<file path="src/rtl/hyperbus_wb_bridge_pkg.sv">
// Shared types for the Wishbone-to-hyperbus_fifo bridge.
// Holds the one-hot FSM encoding, the command codes and the full byte mask.
package hyperbus_wb_bridge_pkg;

  typedef enum logic [4:0] {
    S_IDLE     = 5'b00001,
    S_WR_WAIT  = 5'b00010,
    S_WR_GUARD = 5'b00100,
    S_RD_WAIT  = 5'b01000,
    S_DONE     = 5'b10000
  } state_t;

  localparam logic CMD_READ  = 1'b0;
  localparam logic CMD_WRITE = 1'b1;

  localparam logic [3:0] SEL_FULL = 4'hF;

endpackage

</file>
<file path="src/rtl/hyperbus_wb_bridge_if.sv">
// Wishbone B4 classic bus between a master and the bridge slave.
// Ports: adr/dat/sel/we/cyc/stb from the master; dat_o/ack/err back.
interface hyperbus_wb_bridge_if #(
  parameter int ADDR_WIDTH = 32,
  parameter int DATA_WIDTH = 32
);

  logic [ADDR_WIDTH-1:0] wb_adr_i;
  logic [DATA_WIDTH-1:0] wb_dat_i;
  logic [DATA_WIDTH-1:0] wb_dat_o;
  logic [3:0]            wb_sel_i;
  logic                  wb_we_i;
  logic                  wb_cyc_i;
  logic                  wb_stb_i;
  logic                  wb_ack_o;
  logic                  wb_err_o;

  modport master (
    output wb_adr_i,
    output wb_dat_i,
    output wb_sel_i,
    output wb_we_i,
    output wb_cyc_i,
    output wb_stb_i,
    input  wb_dat_o,
    input  wb_ack_o,
    input  wb_err_o
  );

  modport slave (
    input  wb_adr_i,
    input  wb_dat_i,
    input  wb_sel_i,
    input  wb_we_i,
    input  wb_cyc_i,
    input  wb_stb_i,
    output wb_dat_o,
    output wb_ack_o,
    output wb_err_o
  );

endinterface

</file>
<file path="src/rtl/hyperbus_wb_bridge.sv">
// Wishbone classic slave turning single 32-bit accesses into rrq/wrq pulses
// for hyperbus_fifo. Ports: clk, rst_n, wb (slave), rrq, wrq, adr_o,
// tx_dat_o, tx_ready, rx_dat_i, rx_valid. All outputs are registered.
module hyperbus_wb_bridge
  import hyperbus_wb_bridge_pkg::*;
#(
  parameter int ADDR_WIDTH     = 32,
  parameter int DATA_WIDTH     = 32,
  parameter int GUARD_CYCLES   = 4,
  parameter int TIMEOUT_CYCLES = 1024
) (
  input  logic                  clk,
  input  logic                  rst_n,
  hyperbus_wb_bridge_if.slave   wb,
  output logic                  rrq,
  output logic                  wrq,
  output logic [ADDR_WIDTH-1:0] adr_o,
  output logic [DATA_WIDTH-1:0] tx_dat_o,
  input  logic                  tx_ready,
  input  logic [DATA_WIDTH-1:0] rx_dat_i,
  input  logic                  rx_valid
);

  localparam logic [3:0]  GUARD_LD = 4'(GUARD_CYCLES);
  localparam logic [15:0] TMO_LAST = 16'(TIMEOUT_CYCLES - 1);

  state_t      state;
  logic [3:0]  guard;
  logic [15:0] tmo;
  logic        req;

  // Byte address bit 0 is dropped: the FIFO takes 16-bit word addresses.
  logic unused_adr0;
  assign unused_adr0 = wb.wb_adr_i[0];

  assign req = wb.wb_cyc_i & wb.wb_stb_i;

  always_ff @(posedge clk or negedge rst_n) begin
    if (!rst_n) begin
      state       <= S_IDLE;
      rrq         <= 1'b0;
      wrq         <= 1'b0;
      wb.wb_ack_o <= 1'b0;
      wb.wb_err_o <= 1'b0;
      wb.wb_dat_o <= '0;
      adr_o       <= '0;
      tx_dat_o    <= '0;
      guard       <= '0;
      tmo         <= '0;
    end else begin
      rrq         <= 1'b0;
      wrq         <= 1'b0;
      wb.wb_ack_o <= 1'b0;
      wb.wb_err_o <= 1'b0;
      // Overwritten by IDLE; counts in every wait state.
      tmo         <= tmo + 16'd1;
      unique case (1'b1)
        (state == S_IDLE): begin
          tmo <= '0;
          if (req) begin
            if (wb.wb_sel_i != SEL_FULL) begin
              wb.wb_err_o <= 1'b1;
              state       <= S_DONE;
            end else begin
              adr_o <= {1'b0, wb.wb_adr_i[ADDR_WIDTH-1:1]};
              if (wb.wb_we_i == CMD_WRITE) begin
                tx_dat_o <= wb.wb_dat_i;
                state    <= S_WR_WAIT;
              end else begin
                rrq   <= 1'b1;
                state <= S_RD_WAIT;
              end
            end
          end
        end
        (state == S_WR_WAIT): begin
          if (!wb.wb_cyc_i) begin
            state <= S_IDLE;
          end else if (tx_ready) begin
            wrq   <= 1'b1;
            guard <= GUARD_LD;
            state <= S_WR_GUARD;
          end else if (tmo == TMO_LAST) begin
            wb.wb_err_o <= 1'b1;
            state       <= S_DONE;
          end
        end
        (state == S_WR_GUARD): begin
          // tx_ready is stale while the FIFO flag crosses domains.
          if (!wb.wb_cyc_i) begin
            state <= S_IDLE;
          end else if (guard != 4'd0) begin
            guard <= guard - 4'd1;
            if (tmo == TMO_LAST) begin
              wb.wb_err_o <= 1'b1;
              state       <= S_DONE;
            end
          end else if (tx_ready) begin
            wb.wb_ack_o <= 1'b1;
            state       <= S_DONE;
          end else if (tmo == TMO_LAST) begin
            wb.wb_err_o <= 1'b1;
            state       <= S_DONE;
          end
        end
        (state == S_RD_WAIT): begin
          if (!wb.wb_cyc_i) begin
            state <= S_IDLE;
          end else if (rx_valid) begin
            wb.wb_dat_o <= rx_dat_i;
            wb.wb_ack_o <= 1'b1;
            state       <= S_DONE;
          end else if (tmo == TMO_LAST) begin
            wb.wb_err_o <= 1'b1;
            state       <= S_DONE;
          end
        end
        (state == S_DONE): begin
          // One cycle lets the master drop the strobe it just saw ended.
          state <= S_IDLE;
        end
        default: begin
          state <= S_IDLE;
        end
      endcase
    end
  end

endmodule
</file>
<file path="src/flat_wrapper.sv">
// flat-port wrapper written by rule: the top's interface ports become plain ports
module hyperbus_wb_bridge_flat import hyperbus_wb_bridge_pkg::*;
#(
  parameter int ADDR_WIDTH     = 32,
  parameter int DATA_WIDTH     = 32,
  parameter int GUARD_CYCLES   = 4,
  parameter int TIMEOUT_CYCLES = 1024
)
  (clk, rst_n, rrq, wrq, adr_o, tx_dat_o, tx_ready, rx_dat_i, rx_valid, wb_wb_adr_i, wb_wb_dat_i, wb_wb_sel_i, wb_wb_we_i, wb_wb_cyc_i, wb_wb_stb_i, wb_wb_dat_o, wb_wb_ack_o, wb_wb_err_o);
  hyperbus_wb_bridge_if #(.ADDR_WIDTH(ADDR_WIDTH), .DATA_WIDTH(DATA_WIDTH)) wb_i ();
  input  logic clk;
  input  logic rst_n;
  output logic rrq;
  output logic wrq;
  output logic [ADDR_WIDTH-1:0] adr_o;
  output logic [DATA_WIDTH-1:0] tx_dat_o;
  input  logic tx_ready;
  input  logic [DATA_WIDTH-1:0] rx_dat_i;
  input  logic rx_valid;
  input wire logic [$bits(wb_i.wb_adr_i)-1:0] wb_wb_adr_i;
  input wire logic [$bits(wb_i.wb_dat_i)-1:0] wb_wb_dat_i;
  input wire logic [$bits(wb_i.wb_sel_i)-1:0] wb_wb_sel_i;
  input wire logic [$bits(wb_i.wb_we_i)-1:0] wb_wb_we_i;
  input wire logic [$bits(wb_i.wb_cyc_i)-1:0] wb_wb_cyc_i;
  input wire logic [$bits(wb_i.wb_stb_i)-1:0] wb_wb_stb_i;
  output wire logic [$bits(wb_i.wb_dat_o)-1:0] wb_wb_dat_o;
  output wire logic [$bits(wb_i.wb_ack_o)-1:0] wb_wb_ack_o;
  output wire logic [$bits(wb_i.wb_err_o)-1:0] wb_wb_err_o;
  assign wb_i.wb_adr_i = wb_wb_adr_i;
  assign wb_i.wb_dat_i = wb_wb_dat_i;
  assign wb_i.wb_sel_i = wb_wb_sel_i;
  assign wb_i.wb_we_i = wb_wb_we_i;
  assign wb_i.wb_cyc_i = wb_wb_cyc_i;
  assign wb_i.wb_stb_i = wb_wb_stb_i;
  assign wb_wb_dat_o = wb_i.wb_dat_o;
  assign wb_wb_ack_o = wb_i.wb_ack_o;
  assign wb_wb_err_o = wb_i.wb_err_o;
  hyperbus_wb_bridge #(.ADDR_WIDTH(ADDR_WIDTH), .DATA_WIDTH(DATA_WIDTH), .GUARD_CYCLES(GUARD_CYCLES), .TIMEOUT_CYCLES(TIMEOUT_CYCLES)) u_core (.clk(clk), .rst_n(rst_n), .wb(wb_i), .rrq(rrq), .wrq(wrq), .adr_o(adr_o), .tx_dat_o(tx_dat_o), .tx_ready(tx_ready), .rx_dat_i(rx_dat_i), .rx_valid(rx_valid));
endmodule
</file>
<file path="config.mk">
export PLATFORM = sky130hd
export DESIGN_NAME = hyperbus_wb_bridge_flat
export DESIGN_NICKNAME = d
export VERILOG_FILES = /design/src/rtl/hyperbus_wb_bridge_pkg.sv /design/src/rtl/hyperbus_wb_bridge_if.sv /design/src/rtl/hyperbus_wb_bridge.sv /design/src/flat_wrapper.sv
export SDC_FILE = /design/constraint.sdc
export NUM_CORES = 1
export LEC_CHECK = 0
export BUFFER_PORTS_ARGS = -buffer_cell sky130_fd_sc_hd__buf_2
export CELL_PAD_IN_SITES_DETAIL_PLACEMENT = 1
export CELL_PAD_IN_SITES_GLOBAL_PLACEMENT = 1
export CORE_AREA = 2 2 143 103
export DETAILED_ROUTE_END_ITERATION = 8
export DIE_AREA = 0 0 145 105
export GPL_ROUTABILITY_DRIVEN = 0
export PLACE_DENSITY = 0.85
export SYNTH_ARGS = -nofsm -noshare
export SYNTH_HDL_FRONTEND = slang
export SYNTH_SLANG_ARGS = --single-unit
</file>
<file path="constraint.sdc">
create_clock -name clk -period 2.5 [get_ports clk]
set_input_delay 0.625 -clock clk [delete_from_list [all_inputs] [get_ports clk]]
set_output_delay 0.625 -clock clk [all_outputs]
set_load 0.01 [all_outputs]
</file>
==> impl_metrics.csv <==
group,metric,value,unit
outcome,outcome,"finished clean",
floorplanning,core,0.01374,mm^2
placed_design,preCtsSetupSlack,277.0,ps
global_routing,grt_pass1_wl,22400,um
detailed_routing,dr.pass1.iters,4,
clocking,ctsResizeCount,0,
timing,finalCritPeriodShare,81.45,%
detailed_routing,vias_per_cell,4.772,
power,combPwrFrac,12.3,%
power,pwr_density_cell,740.8,mW/mm^2
power,p_sw_share,25.06,%
critical_path,required,2780,ps
timing,tightestPinTransition,663.2,ps
cells_and_area,fin_nets,695,
detailed_routing,initialDrtViolationCount,99,
floorplanning,die-height,105,um
global_routing,antenna_found_initial,0,
critical_path,path_delay_family,"simple AND/OR/NAND/NOR gates",
timing,setup-tns-final,0,ps
timing,hold_viol,0,
clocking,cts_tree,"yes",
detailed_routing,routedWlPerCell,17.23,um
global_routing,track_usage,18.57,%
synthesis,synth-simple-area-share,9.303,%
synthesis,syn_inst,369,
floorplanning,die_area,0.01523,mm^2
clocking,post_cts.repair.setup_buffers,0,
critical_path,worstSetupStartpointType,"flip-flop",
synthesis,muxShareOfSynthArea,22.99,%
power,intPower,3879,uW
power,seqPwrFrac,43.9,%
timing,final-setup-viol-count,0,
clocking,postCtsHoldBufs,0,
timing,rsz0062_at_grt,"false",
power,pwr-share-clk,43.8,%
synthesis,synth_seq_cells,124,
timing,fmax,491.1,MHz
synthesis,synth_xor_area_share,2.025,%
clocking,htreeDepth,4,
cells_and_area,drive_gt1_share,57.69,%
cells_and_area,n_antenna_cell,0,
critical_path,crit_type,"reg2reg",
timing,period_needed,2036,ps
critical_path,endpoint_kind,"flip-flop",
synthesis,synth-compound-area-share,2.820,%
timing,relSlewSlack,55.69,%
synthesis,avgSynthCellArea,14.07,um^2
global_routing,grt-ovfl-total,0,
critical_path,path_buf_inv,1,
detailed_routing,antenna_left,0,
timing,maxSlewViolCount,0,
timing,fin_ws,463.7,ps
critical_path,crit_path_top_delay_cell,"dfstp_2",
power,switchingPower,1297,uW
clocking,clk_pin_slew,60,ps
cells_and_area,mostFrequentLayoutCell,"buf_2",
detailed_routing,wl,13580,um
placed_design,hpwl,10180,um
floorplanning,start_util,37.79,%
power,ir_worst_vdd,0.0004542,V
clocking,root_buffer,"clkbuf_16",
synthesis,synth.distinct_cells,42,
floorplanning,ios,207,
critical_path,arrival,2320,ps
critical_path,path_cells,"nand2b_1 -> nor4_4 -> and4_1 -> buf_4 -> mux2_2",
global_routing,grt_max_degree,50,
synthesis,synth_fa_ha_area_share,0.7231,%
cells_and_area,areaGrowthSynthToFinish,34.61,%
critical_path,max_stage_delay,540,ps
synthesis,syn_nets,479,
critical_path,reg2reg_slack,460,ps
synthesis,synth_area,0.005191,mm^2
cells_and_area,final_cell_mix,"203 x buf_2, 123 x dfrtp_1, 66 x mux2_2",
synthesis,synth_top_family_by_area,"multiplexers",
clocking,cts_buffers,17,
floorplanning,rows,36,
floorplanning,die_width,145,um
placed_design,numPortBuffers,204,
synthesis,yosysSeqAreaShare,59.80,%
timing,finalClockSkew,15.67,ps
clocking,insertion_delay,400,ps
critical_path,critPathMaxFanout,31,
run,maxCapViolCount,0,
clocking,cts_buffer_depth,2,
power,power.leakage,0.003858,uW
global_routing,grt_pass1_vias,4301,
timing,fin_worst_hold_slack,146.4,ps
synthesis,yosys_warnings,0,
detailed_routing,drc,0,
cells_and_area,n_fill_cell,1488,
detailed_routing,vias,3760,
clocking,clock-sinks,124,
hold_path,hold_path_class,"in2async",
## routing by layer
metal,vias up,GRT usage [%],wire length (um)
met3,2,7.948,1187
met5,-,0,0
met4,0,4.455,32
li1,1727,-,-
met2,162,32.24,6793
met1,1869,21.27,5561
## cells in the mapped netlist, drive strengths merged
library cell  instances  area, um^2
a21oi                 3       15.01
or3                   4       25.02
o21ai                 9       45.04
dfrtp               123        3078
nand2                19       78.82
o31ai                 1       7.510
and4                  3       26.28
a21o                  1       7.510
nand4                 4       25.02
o21a                  1       7.510
clkbuf                4       15.01
nand3                12       60.06
a31oi                 2       12.51
xnor2                 6       52.55
and2                  2       12.51
nand3b                1       7.510
o32ai                 1       8.760
nor3b                 4       30.03
conb                  1       3.750
o311ai                1       8.760
a211oi                1       7.510
inv                   4       15.01
o2bb2ai               2       17.52
a2bb2oi               1       8.760
and3                  7       43.79
nor4                  3       33.78
nor3                  4       25.02
nor2                 19       71.32
mux2                 96        1194
dfstp                 1       26.28
nand2b                2       12.51
xor2                  6       52.55
buf                  13       87.57
nor2b                 5       31.28
ha                    3       37.54
## power by group through the flow
| stage | clock network [uW] | registers, uW | logic (uW) |
|---|---|---|---|
| 5_1_grt | 2430 | 2290 | 697 |
| 6_report | 2270 | 2270 | 638 |
| 3_5_place_dp | 0 | 2310 | 651 |
| 4_1_cts | 2330 | 2270 | 653 |
| 3_3_place_gp | 0 | 2290 | 626 |
| 2_1_floorplan | 0 | 2370 | 218 |
## cell type report
type	count	area [um^2]	area share [%]
Clock buffer	18	429.2	6.141
Tap cell	190	237.7	3.402
Timing Repair Buffer	214	1111	15.90
Sequential cell	124	3104	44.42
Multi-Input combinational cell	224	1969	28.18
Clock inverter	14	121.4	1.737
Inverter	4	15.01	0.2149
## kinds of logic (layout without fill, tap and decap cells)
logic type	Yosys count	count (layout)
flops	124	124
mux	96	96
simple gates	89	89
compound gates	23	23
buf+inv	21	250
xor+xnor	12	12
fa+ha+maj	3	3
other cells	1	1
## worst paths after layout
path | depth (start not counted) | endpoint | from
max | 5 | u_core.adr_o[12] | u_core.state[0]
min | 1 | u_core.adr_o[8] | rst_n
max reg2reg | 5 | u_core.adr_o[12] | u_core.state[0]
min reg2reg | 1 | u_core.wb.wb_dat_o[5] | u_core.wb.wb_dat_o[5]
max in group asynchronous | 2 | u_core.adr_o[14] | rst_n
min in group clk | 2 | u_core.tx_dat_o[17] | wb_wb_dat_i[17]
## sequential cells by signal, indices dropped and copies added (netlist names)
register            count
u_core.adr_o           31
u_core.guard            4
u_core.rrq              1
u_core.state            5
u_core.tmo             16
u_core.tx_dat_o        32
u_core.wb.wb_ack_o      1
u_core.wb.wb_dat_o     32
u_core.wb.wb_err_o      1
u_core.wrq              1
## through the flow
stage               instance area (um^2)  std cells  util (%)  power (uW)
global placement                    6437        756     46.86        2918
floorplan                           5191        369         -        2588
global route                        6988        788     50.87        5418
detailed placement                  6437        756     46.86        2959
CTS                                 6988        788     50.87        5256
finish                              6988        788     50.87        5176
Power figures use the tool's default switching activity.
